### src/rtl/wb_stage.sv
// wb_stage: writeback stage of the RV64I/Zba pipeline.
// Retires one instruction per handshake. Loads wait for the data-memory
// response, then have their data aligned and extended. The stage drives a
// registered one-cycle register-file write and raises a sticky halt on ecall.
// Optional feature macro: WB_INSTRET_EN enables the 64-bit retired-instruction
// counter on instret. Without it, instret is tied to zero.
module wb_stage #(
    parameter int XLEN = 64
) (
    input  logic            clk,
    input  logic            rst,
    input  logic            in_valid,
    output logic            in_ready,
    input  logic [4:0]      in_rd_addr,
    input  logic            in_reg_wen,
    input  logic            in_is_load,
    input  logic [2:0]      in_funct3,
    input  logic [2:0]      in_addr_lo,
    input  logic [XLEN-1:0] in_alu_result,
    input  logic            in_ecall,
    input  logic            dmem_rsp_valid,
    input  logic [XLEN-1:0] dmem_rsp_data,
    input  logic            dmem_rsp_err,
    output logic [4:0]      rd_addr_wb,
    output logic [XLEN-1:0] rd_data_wb,
    output logic            rd_wen_wb,
    output logic            load_fault,
    output logic            halt,
    output logic [XLEN-1:0] instret
);

    typedef enum logic {IDLE, WAIT_RSP} state_t;

    state_t      state;
    logic [4:0]  ld_rd;
    logic        ld_wen;
    logic [2:0]  ld_funct3;
    logic [2:0]  ld_off;
    logic        accept;
    logic        rsp_take;
    logic        ld_bad;

    assign in_ready = (state == IDLE) && !halt;
    assign accept   = in_valid && in_ready;
    assign rsp_take = (state == WAIT_RSP) && dmem_rsp_valid;

    // Flags a load that must not touch memory: misaligned for its width, or funct3=111.
    always_comb begin
        ld_bad = 1'b0;
        case (in_funct3)
            3'b001, 3'b101: ld_bad = in_addr_lo[0];
            3'b010, 3'b110: ld_bad = (in_addr_lo[1:0] != 2'b00);
            3'b011:         ld_bad = (in_addr_lo != 3'b000);
            3'b111:         ld_bad = 1'b1;
            default:        ld_bad = 1'b0;
        endcase
    end

    // Picks the addressed byte/half/word out of the doubleword and extends it.
    function automatic logic [63:0] extract(input logic [2:0]  f3,
                                            input logic [2:0]  off,
                                            input logic [63:0] d);
        logic [7:0]  b;
        logic [15:0] h;
        logic [31:0] w;
        b = d[{off, 3'b000} +: 8];
        h = d[{off[2:1], 4'b0000} +: 16];
        w = d[{off[2], 5'b00000} +: 32];
        case (f3)
            3'b000:  extract = {{56{b[7]}}, b};
            3'b100:  extract = {56'd0, b};
            3'b001:  extract = {{48{h[15]}}, h};
            3'b101:  extract = {48'd0, h};
            3'b010:  extract = {{32{w[31]}}, w};
            3'b110:  extract = {32'd0, w};
            default: extract = d;
        endcase
    endfunction

    // Handshake FSM plus the registered write, fault pulse and sticky halt.
    always_ff @(posedge clk) begin
        if (rst) begin
            state      <= IDLE;
            rd_addr_wb <= '0;
            rd_data_wb <= '0;
            rd_wen_wb  <= 1'b0;
            load_fault <= 1'b0;
            halt       <= 1'b0;
            ld_rd      <= '0;
            ld_wen     <= 1'b0;
            ld_funct3  <= '0;
            ld_off     <= '0;
        end else begin
            rd_wen_wb  <= 1'b0;
            load_fault <= 1'b0;
            case (state)
                IDLE: begin
                    if (accept) begin
                        if (in_is_load) begin
                            ld_rd     <= in_rd_addr;
                            ld_wen    <= in_reg_wen;
                            ld_funct3 <= in_funct3;
                            ld_off    <= in_addr_lo;
                            if (ld_bad) begin
                                load_fault <= 1'b1;
                            end else begin
                                state <= WAIT_RSP;
                            end
                        end else begin
                            rd_wen_wb  <= in_reg_wen && (in_rd_addr != 5'd0);
                            rd_addr_wb <= in_rd_addr;
                            rd_data_wb <= in_alu_result;
                            if (in_ecall) begin
                                halt <= 1'b1;
                            end
                        end
                    end
                end
                WAIT_RSP: begin
                    if (dmem_rsp_valid) begin
                        state <= IDLE;
                        if (dmem_rsp_err) begin
                            load_fault <= 1'b1;
                        end else begin
                            rd_wen_wb  <= ld_wen && (ld_rd != 5'd0);
                            rd_addr_wb <= ld_rd;
                            rd_data_wb <= extract(ld_funct3, ld_off, dmem_rsp_data);
                        end
                    end
                end
                default: state <= IDLE;
            endcase
        end
    end

`ifdef WB_INSTRET_EN
    // Counts ALU/ecall retires and successful load writes; faulted loads are not retired.
    always_ff @(posedge clk) begin
        if (rst) begin
            instret <= '0;
        end else if ((accept && !in_is_load) || (rsp_take && !dmem_rsp_err)) begin
            instret <= instret + XLEN'(1);
        end
    end
`else
    assign instret = '0;
`endif

endmodule

### config.mk
export PLATFORM = sky130hd
export DESIGN_NAME = wb_stage
export DESIGN_NICKNAME = d
export VERILOG_FILES = /design/src/rtl/wb_stage.sv
export SDC_FILE = /design/constraint.sdc
export NUM_CORES = 1
export LEC_CHECK = 0
export ABC_AREA = 1
export BUFFER_PORTS_ARGS = -buffer_cell sky130_fd_sc_hd__buf_2
export CORE_MARGIN = 2
export CORE_UTILIZATION = 25
export DETAILED_ROUTE_END_ITERATION = 10
export HOLD_SLACK_MARGIN = 0.05
export PLACE_DENSITY = 0.45
export SETUP_SLACK_MARGIN = 0.3
export SLEW_MARGIN = 20
export SYNTH_ARGS = -nofsm -noshare
export SYNTH_HDL_FRONTEND = slang
export SYNTH_SLANG_ARGS = --single-unit
### constraint.sdc
create_clock -name clk -period 3.65 [get_ports clk]
set_input_delay 0.73 -clock clk [delete_from_list [all_inputs] [get_ports clk]]
set_output_delay 0.73 -clock clk [all_outputs]
set_load 0.1 [all_outputs]
==> results of run 1 <==
-- state kept, by name (all words and copies together), names as in the netlist --
name and count:
rd_addr_wb 5, load_fault 1, ld_off 3, rd_wen_wb 1, ld_wen 1, ld_rd 5, ld_funct3 3, rd_data_wb 64
halt 1, state 1
-- synthesized netlist by cell type (2+ instances only) --
master | count | share of area [%]
a21oi_1 | 134 | 10
a21oi_2 | 12 | 1.6
a22oi_1 | 4 | 0.47
a31oi_1 | 5 | 0.49
and2_1 | 4 | 0.39
buf_2 | 19 | 1.5
buf_4 | 72 | 8.4
buf_6 | 6 | 1.1
clkbuf_1 | 40 | 2.3
dfxtp_1 | 85 | 26
inv_1 | 66 | 3.9
inv_2 | 7 | 0.41
nand2_1 | 203 | 12
nand2_2 | 2 | 0.19
nand3_1 | 34 | 2.6
nand3_2 | 38 | 5.9
nor2_1 | 74 | 4.3
nor2_2 | 2 | 0.19
nor2_4 | 2 | 0.35
nor3_1 | 2 | 0.16
o211ai_1 | 10 | 1.2
o21ai_0 | 129 | 10
o21ai_1 | 10 | 0.78
o221ai_1 | 4 | 0.54
o22ai_1 | 4 | 0.39
or2_2 | 32 | 3.1
-- metrics by stage --
stage	utilization, %	instance area [um^2]	instances
floorplan	-	6670	1070
global placement	29.5	7460	1493
detailed placement	29.5	7460	1493
CTS	30.8	7790	1509
global route	30.9	7790	1510
finish	30.9	7800	1513
-- cell families after synthesis --
kind of cell | count (synthesis)
AO/OA/AOI/OAI | 314
buffers and inverters | 211
flip-flops | 85
other | 1
AND/OR/NAND/NOR | 396
-- where the power goes --
| group | switching, uW | leakage [uW] | internal (uW) |
|---|---|---|---|
| registers | 46.6 | 0.000701 | 1010 |
| logic | 1260 | 0.00307 | 294 |
| clock network | 449 | 0.000159 | 612 |
-- worst max-delay path, cell delays in order --
cell and delay, ns:
buf_2 0.09, nand2_1 0.09, nor2_2 0.06, o21ai_4 0.73, inv_2 0.54, buf_12 0.35, o21ai_0 0.23, a21oi_2 0.04
-- worst min-delay path by stage --
stage	startpoint	endpoint	depth (start not counted)
2_1_floorplan	ld_rd[3]	ld_rd[3]	2
3_3_place_gp	ld_rd[1]	ld_rd[1]	2
3_5_place_dp	rd_data_wb[5]	rd_data_wb[5]	2
5_1_grt	ld_rd[3]	rd_addr_wb[3]	2
4_1_cts	rd_data_wb[5]	rd_data_wb[5]	2
6_report	rd_data_wb[5]	rd_data_wb[5]	2
-- final cells by class --
type | instances | area share [%]
clock buffers | 9 | 2.89
well taps | 330 | 5.29
clock inverters | 7 | 1.35
diodes | 4 | 0.128
multi-input cells | 774 | 49.1
flip-flops and latches | 85 | 21.8
repair buffers | 231 | 15.8
inverters | 73 | 3.51
-- per-layer routing --
layer  wire (um)  track usage (%)
met1       11800             25.9
met2       11400             29.3
met3        1810             3.84
met4         512             5.30
met5          27                0
==> summary.txt, run 1 <==
Outcome
  • Outcome: complete, no violations

Finish
  • Nets: 1321
  • Commonest non-fill, non-tap cell in the layout: buf_2
  • Most frequent cells in the layout: buf_2, nand2_1, a21oi_1, o21ai_0, dfxtp_1
  • Storage element area: 1700 um^2
  • Fraction of layout cells with a size suffix above 1: 29.3%
  • Area of the multi-input gates: 3830 um^2
  • P&R area growth vs syn: 21.3%
  • Fill count: 2885

Timing
  • Fin Hold WS: 0.465 ns
  • Slew Viols, Final: 0
  • Worst setup margin: 0.991 ns
  • RSZ-0062 raised after global routing: no
  • Clk_skew: 0.0107 ns
  • Max Fclk: 376 MHz
  • Setup TNS: 0 ns
  • Final hold vios: 0
  • Min Tclk post-route: 2.66 ns
  • Worst slew margin: 36.0%
  • Slew @ Worst Pin: 0.956 ns
  • # setup viols final: 0
  • Period utilization: 72.8%

Flow run
  • Max-Cap Viols: 0

Power
  • Tot Pwr: 3670 uW
  • Leak: 0.00393 uW
  • Power per Cell Area: 470 nW/um^2
  • Max IR drop VDD: 0.218 mV

Synthesis
  • XOR/XNOR share of the synthesized area: 0%
  • Async SR Flop Fraction: 0%
  • Largest family of logic cells by synthesized area: simple AND/OR/NAND/NOR gates
  • Post-synthesis simple-gate area fraction: 29.4%
  • Adder-cell share of the synthesized area: 0%
  • Syn Inst Count: 1007
  • Synth Area in Compound Gates: 26.3%
  • Synth cell types: 33
  • Ys flop type: dfxtp_1
  • Mapped Area: 6430 um^2
  • Synthesized area per cell: 6.39 um^2
  • Multiplexer share of the synthesized area: 0%
  • EDFF count, synth: 0
  • Synth warn: 0
  • FF+latch count, synth: 85
  • Register area share after synthesis: 26.5%

Clocking
  • Clk sink count: 85
  • CTS H-Tree Depth: 3
  • CTS Buf Count: 9
  • Hold Buf Count CTS: 0
  • Post-CTS Resized: 0
  • Worst-path clk slew: 0.07 ns
  • Worst-skew pair later-pin latency: 0.36 ns
  • CTS tree: done
  • CTS max path bufs: 2
  • Root buffer cell: clkbuf_16
  • Post-CTS setup buffer count: 0

Placed design
  • IO Port Bufs: 219
  • Gpl congestion: 0.864
  • Pre-CTS setup slack: 0.556 ns
  • Dpl hpwl: 19100 um

Setup path
  • Crit. Startpoint: in_valid
  • Critical path type: primary input to flip-flop
  • Critical path peak fanout: 64
  • Worst flop-to-flop path startpoint: halt
  • WP data required: 3.89 ns
  • R2R Setup Slk: 1.02 ns
  • Reg-to-reg endpoint: rd_data_wb[33]
  • Worst Path Arrival: 2.90 ns
  • Worst reg-to-reg path cell count: 8
  • Crit end category: flip-flop
  • Crit path launch type: primary input
  • CP endpoint: rd_data_wb[33]

Global route
  • Grt ovf: 0
  • Vias in the first global route: 6556
  • GRT Util Overall: 18.7%
  • Largest net degree at the start of global routing: 84
  • Global-route wire length before repair: 38500 um
  • Initial antenna violation count: 5

Die
  • Die H: 164 um
  • Row count: 58
  • Die width: 164 um
  • Initial Utilization: 25.5%
  • Die footprint: 27000 um^2
  • # IOs: 284
  • Core area: 25300 um^2

Detailed routing
  • Pre-antenna DRT Iters: 5
  • Vias/cell: 4.66
  • Drt drc: 0
  • Post-route ant nets: 0
  • Total Wirelength: 25600 um
  • Via count: 7052
  • DR iter-0 viols: 476
  • Routed len/inst: 16.9 um

Hold path
  • Hold Crit Class: flip-flop to flip-flop
(Power assumes the default switching activity.)
==> inputs of run 2 (changes only) <==
clock period = 2.6 ns   (was 3.65 ns; I/O delays follow)
==> summary.txt, run 2 (synthesis gave the netlist of run 1 again) <==
Clocking
  • CTS tree: done
  • Clk sink count: 85 (unchanged)
  • Hold Buf Count CTS: 0 (unchanged)
  • CTS max path bufs: 2 (unchanged)
  • Worst-skew pair later-pin latency: 0.35 ns (about the same)
  • Worst-path clk slew: 0.07 ns (about the same)
  • Root buffer cell: clkbuf_16
  • CTS Buf Count: 9 (unchanged)
  • CTS H-Tree Depth: 3 (unchanged)

Finish
  • Fraction of layout cells with a size suffix above 1: 30.2% (+0.89 points)
  • Fill count: 2878 (-0.24%)
  • Biggest registers after layout: rd_data_wb (64), ld_rd (5), rd_addr_wb (5)
  • Final instance area: 7930 um^2 (+1.7%)
  • Cell Count, Final, Fillers Out: 1528 (+0.99%)
  • Largest register FFs: 64 (unchanged)
  • P&R area growth vs syn: 23.3%
  • Commonest non-fill, non-tap cell in the layout: buf_2
  • Largest Register: rd_data_wb
  • Most frequent cells in the layout: buf_2, nand2_1, a21oi_1, o21ai_0, dfxtp_1
  • Nets: 1336 (+1.1%)

Power
  • Gate power share: 42.3% (about the same)
  • Max IR drop VDD: 0.301 mV (+38%)
  • Leak: 0.00401 uW (+1.9%)
  • Clock power frac: 29.5% (+0.6 points)
  • Int Power: 2790 uW (+46%)
  • Power per Cell Area: 662 nW/um^2 (+41%)
  • Switching portion of total power: 46.9% (-0.94 points)
  • Switching power: 2460 uW (+40%)
  • Register share of total power: 28.1% (-0.6 points)

Global route
  • GRT Util Overall: 19.3% (+0.61 points)
  • Largest net degree at the start of global routing: 84 (unchanged)
  • Vias in the first global route: 6550 (-0.092%)
  • Initial antenna violation count: 4 (-1)
  • Global-route wire length before repair: 39300 um (+2.1%)
  • Grt ovf: 0 (unchanged)

Placed design
  • Dpl hpwl: 20100 um (+5.5%)
  • Gpl congestion: 0.851 (-1.6%)
  • IO Port Bufs: 219 (unchanged)
  • Placed cell count: 1505 (+0.80%)
  • Placed cell area: 7560 um^2 (+1.3%)

Timing
  • Min Tclk post-route: 2.04 ns
  • Clk_skew: 0.00754 ns (-0.00311 ns)
  • Slew Viols, Final: 0 (unchanged)
  • Slew @ Worst Pin: 0.823 ns (-0.133 ns)
  • # setup viols final: 0 (unchanged)
  • Period utilization: 78.3%
  • Fin Hold WS: 0.397 ns (-0.0689 ns)
  • Setup TNS: 0 ns (unchanged)
  • Worst slew margin: 45.2% (+9.1 points)
  • RSZ-0062 raised after global routing: no
  • Max Fclk: 491 MHz
  • Final hold vios: 0 (unchanged)

Setup path
  • Crit path launch type: flip-flop
  • R2R Setup Slk: 0.56 ns (-0.46 ns)
  • Critical path type: flip-flop to flip-flop
  • WP data required: 2.83 ns (-1.06 ns)
  • Crit end category: flip-flop
  • Worst Path Arrival: 2.27 ns (-0.63 ns)
  • Critical path peak fanout: 83 (+30%)

Detailed routing
  • Routed len/inst: 17.4 um (+2.9%)
  • DR iter-0 viols: 595 (+25%)
  • Drt drc: 0 (unchanged)
  • Pre-antenna DRT Iters: 4 (-1)
  • Vias/cell: 4.61 (-1.1%)
  • Total Wirelength: 26600 um (+3.9%)
  • Via count: 7045 (-0.099%)
  • Post-route ant nets: 0 (unchanged)

Die
  • # IOs: 284 (unchanged)
  • Initial Utilization: 25.5% (unchanged)
  • Core area: 25300 um^2 (unchanged)
  • Die width: 164 um (unchanged)
  • Die footprint: 27000 um^2 (unchanged)
  • Row count: 58 (unchanged)
  • Die H: 164 um (unchanged)

Outcome
  • Outcome: complete, no violations

Hold path
  • Hold Crit Class: primary input to flip-flop

Flow run
  • Max-Cap Viols: 0 (unchanged)
==> run 2: cell types whose count changed in the layout (fill, tap and decap cells not counted), sizes merged <==
cell and delta:
clkbuf +1, inv -3, buf +15, bufinv +1, clkinv +1
==> run 2: power by group through the flow <==
stage                     Combinational, uW  Sequential [uW]  Clock [uW]
after CTS                              2230             1480        1600
after global routing                   2370             1490        1660
after detailed placement               2220             1510           0
after floorplan                        1170             2190           0
after global placement                 2220             1510           0
final                                  2220             1480        1550
==> run 2: repair_timing <==
action,4_1_cts,5_1_grt
resized for setup,0,1
buffers inserted,0,3
endpoints found under the setup margin,0,18
==> run 2: layout make-up <==
cell class	count	area, um^2	area share, %
Clock inverter	6	111	1.40
Clock buffer	10	229	2.89
Sequential cell	85	1700	21.5
Inverter	73	274	3.45
Tap cell	330	413	5.21
Multi-Input combinational cell	774	3840	48.4
Antenna cell	4	10.0	0.126
Timing Repair Buffer	246	1350	17.1
==> run 2: path summary, 6_finish.rpt <==
kind | endpoint | from | cells past startpoint
min | halt | in_ecall | 3
max reg2reg | rd_data_wb[4] | state | 6
max | rd_data_wb[4] | state | 6
min reg2reg | rd_data_wb[3] | rd_data_wb[3] | 2
==> run 2: critical path, cell delays in order, from the launching register on <==
cell and delay, ns:
dfxtp_2 0.39, buf_4 0.63, o21ai_0 0.19, a21oi_1 0.28
nand3_1 0.19, nand2_1 0.10, a21oi_1 0.06
==> run 2: stage by stage <==
step	total power (uW)	utilization [%]	setup WS (ns)
detailed placement	3730	29.9	0.264
floorplan	3360	-	0.472
finish	5250	31.4	0.565
global route	5520	31.4	0.393
global placement	3730	29.9	0.294
CTS	5310	31.3	0.348
==> run 2: metal layers <==
metal / part of all wire [%] / up-vias / track usage, %
li1: - / 3563 / -
met1: 47 / 3230 / 26.4
met3: 7.4 / 17 / 5.42
met4: 1.2 / 0 / 3.99
met5: 0 / - / 0
met2: 45 / 235 / 30.2
==> inputs of run 3 (changes only) <==
clock period = 2.15 ns   (was 2.6 ns; I/O delays follow)
==> summary.txt, run 3 (synthesis gave the netlist of run 1 again) <==
Clocking
  • Root buffer cell: clkbuf_16
  • CTS Buf Count: 9 (unchanged)
  • CTS max path bufs: 2 (unchanged)
  • Clk sink count: 85 (unchanged)
  • Worst-path clk slew: 0.07 ns (about the same)
  • CTS tree: done
  • CTS H-Tree Depth: 3 (unchanged)
  • Worst-skew pair later-pin latency: 0.36 ns (about the same)

Timing
  • Clk_skew: 0.00910 ns (+0.00155 ns)
  • Fin Hold WS: 0.309 ns (-0.0878 ns)
  • # setup viols final: 0 (unchanged)
  • Setup TNS: 0 ns (unchanged)
  • Worst slew margin: 55.3% (+10 points)
  • Final hold vios: 0 (unchanged)
  • Min Tclk post-route: 1.72 ns (-0.315 ns)
  • Max Fclk: 581 MHz (+18%)
  • RSZ-0062 raised after global routing: yes
  • Slew Viols, Final: 0 (unchanged)
  • Slew @ Worst Pin: 0.670 ns (-0.152 ns)
  • Period utilization: 80.0% (+1.7 points)

Power
  • Max IR drop VDD: 0.293 mV (-2.9%)
  • Leak: 0.00400 uW (-0.11%)
  • Power per Cell Area: 771 nW/um^2 (+16%)

Detailed routing
  • Via count: 7125 (+1.1%)
  • DR iter-0 viols: 482 (-19%)
  • Routed len/inst: 17.2 um (-0.90%)
  • Total Wirelength: 26400 um (-0.71%)
  • Pre-antenna DRT Iters: 5 (+1)
  • Vias/cell: 4.65 (+0.94%)
  • Post-route ant nets: 0 (unchanged)
  • Drt drc: 0 (unchanged)

Setup path
  • Crit path launch type: flip-flop
  • Crit end category: flip-flop
  • Critical path type: flip-flop to flip-flop
  • R2R Setup Slk: 0.43 ns (-0.14 ns)
  • WP data required: 2.44 ns (-0.39 ns)
  • Worst Path Arrival: 2.01 ns (-0.26 ns)
  • Worst reg-to-reg path cell count: 9 (+3)
  • Critical path peak fanout: 12 (-86%)
  • Worst flop-to-flop path startpoint: ld_funct3[0]
  • Reg-to-reg endpoint: rd_data_wb[31]

Placed design
  • Dpl hpwl: 20200 um (+0.63%)
  • IO Port Bufs: 219 (unchanged)
  • Placed cell area: 7620 um^2 (+0.79%)
  • Placed cell count: 1510 (+0.33%)
  • Gpl congestion: 0.918 (+7.9%)

Finish
  • Nets: 1338 (+0.15%)
  • Commonest non-fill, non-tap cell in the layout: buf_2
  • Area of the multi-input gates: 3850 um^2 (+0.29%)
  • P&R area growth vs syn: 23.6%
  • Fill count: 2886 (+0.28%)
  • Largest Register: rd_data_wb
  • Cell Count, Final, Fillers Out: 1531 (+0.20%)
  • Most frequent cells in the layout: buf_2, nand2_1, a21oi_1, o21ai_0, dfxtp_1
  • Biggest registers after layout: rd_data_wb (64), ld_rd (5), rd_addr_wb (5)
  • Largest register FFs: 64 (unchanged)
  • Final design utilization: 31.5% (+0.060 points)
  • Fraction of layout cells with a size suffix above 1: 30.6% (+0.37 points)
  • Storage element area: 1710 um^2 (+0.51%)
  • Final instance area: 7950 um^2 (+0.19%)

Die
  • Die width: 164 um (unchanged)
  • Die H: 164 um (unchanged)
  • Initial Utilization: 25.5% (unchanged)
  • Core area: 25300 um^2 (unchanged)
  • # IOs: 284 (unchanged)
  • Row count: 58 (unchanged)
  • Die footprint: 27000 um^2 (unchanged)

Hold path
  • Hold Crit Class: primary input to flip-flop
  • Worst Hold Path Cells: 3 (unchanged)
  • Hold path start: in_ecall
  • Min-Delay Endpoint: halt

Global route
  • Grt ovf: 0 (unchanged)
  • Vias in the first global route: 6533 (-0.26%)
  • Initial antenna violation count: 6 (+2)
  • Largest net degree at the start of global routing: 84 (unchanged)
  • Global-route wire length before repair: 38800 um (-1.4%)
  • GRT Util Overall: 19.1% (-0.21 points)

Outcome
  • Outcome: complete, no violations

Flow run
  • Max-Cap Viols: 0 (unchanged)
## run 3: changes by cell type in the layout (fill, tap and decap cells not counted), sizes merged
cell / before / now
diode: 4 / 5
bufinv: 3 / 1
clkinvlp: 1 / 2
buf: 246 / 248
clkinv: 2 / 1
clkbuf: 10 / 12
## run 3: metrics by stage
step,power [uW],setup slack (ns)
after floorplan,4070,0.205
after global placement,4530,0.294
after detailed placement,4530,0.298
after CTS,6170,0.314
after global routing,6420,0.296
final,6130,0.430
## run 3: area by class of cell
cell class                 instances  share of cell area, %
antenna                            5                  0.157
timing repair buffer             248                   17.6
inverter                          73                   3.48
multi-input combinational        774                   48.4
clock inverter                     4                  0.630
sequential                        85                   21.6
tap                              330                   5.20
clock buffer                      12                   2.98
## run 3: timing repair
item	4_1_cts	5_1_grt
buffers inserted	0	0
gates resized for setup	1	14
hold buffers	0	0
pin swaps	0	1
endpoints found under the setup margin	4	63
## run 3: report_power, final
part,internal [uW],switching [uW]
clock,902,719
combinational,541,2180
sequential,1710,79.7
## run 3: layer usage
metal | routed length (um) | up-vias | global-route usage (%) | part of all wire, %
met2 | 11800 | 249 | 30.5 | 45
met5 | 11 | - | 0 | 0.042
li1 | - | 3568 | - | -
met4 | 420 | 2 | 5.02 | 1.6
met1 | 12600 | 3280 | 26.1 | 48
met3 | 1600 | 26 | 3.84 | 6.1
## run 3: worst max path at each step
| stage | slack, ns | endpoint | cells past startpoint | start |
|---|---|---|---|---|
| 2_1_floorplan | 0.20 | rd_data_wb[0] | 9 | halt |
| 3_3_place_gp | 0.29 | rd_data_wb[32] | 10 | dmem_rsp_data[63] |
| 3_5_place_dp | 0.30 | rd_data_wb[33] | 10 | dmem_rsp_data[63] |
| 4_1_cts | 0.31 | rd_data_wb[31] | 10 | ld_off[1] |
| 5_1_grt | 0.30 | rd_data_wb[14] | 9 | ld_off[2] |
| 6_report | 0.43 | rd_data_wb[31] | 9 | ld_funct3[0] |
## run 3: critical path, stage by stage (launching register included)
cell     delay, ns
dfxtp_1       0.38
inv_2         0.14
nor2_4        0.23
inv_2         0.08
nor2_4        0.17
a21oi_1       0.09
buf_4         0.21
nand3_2       0.09
nand2_1       0.13
a21oi_2       0.14
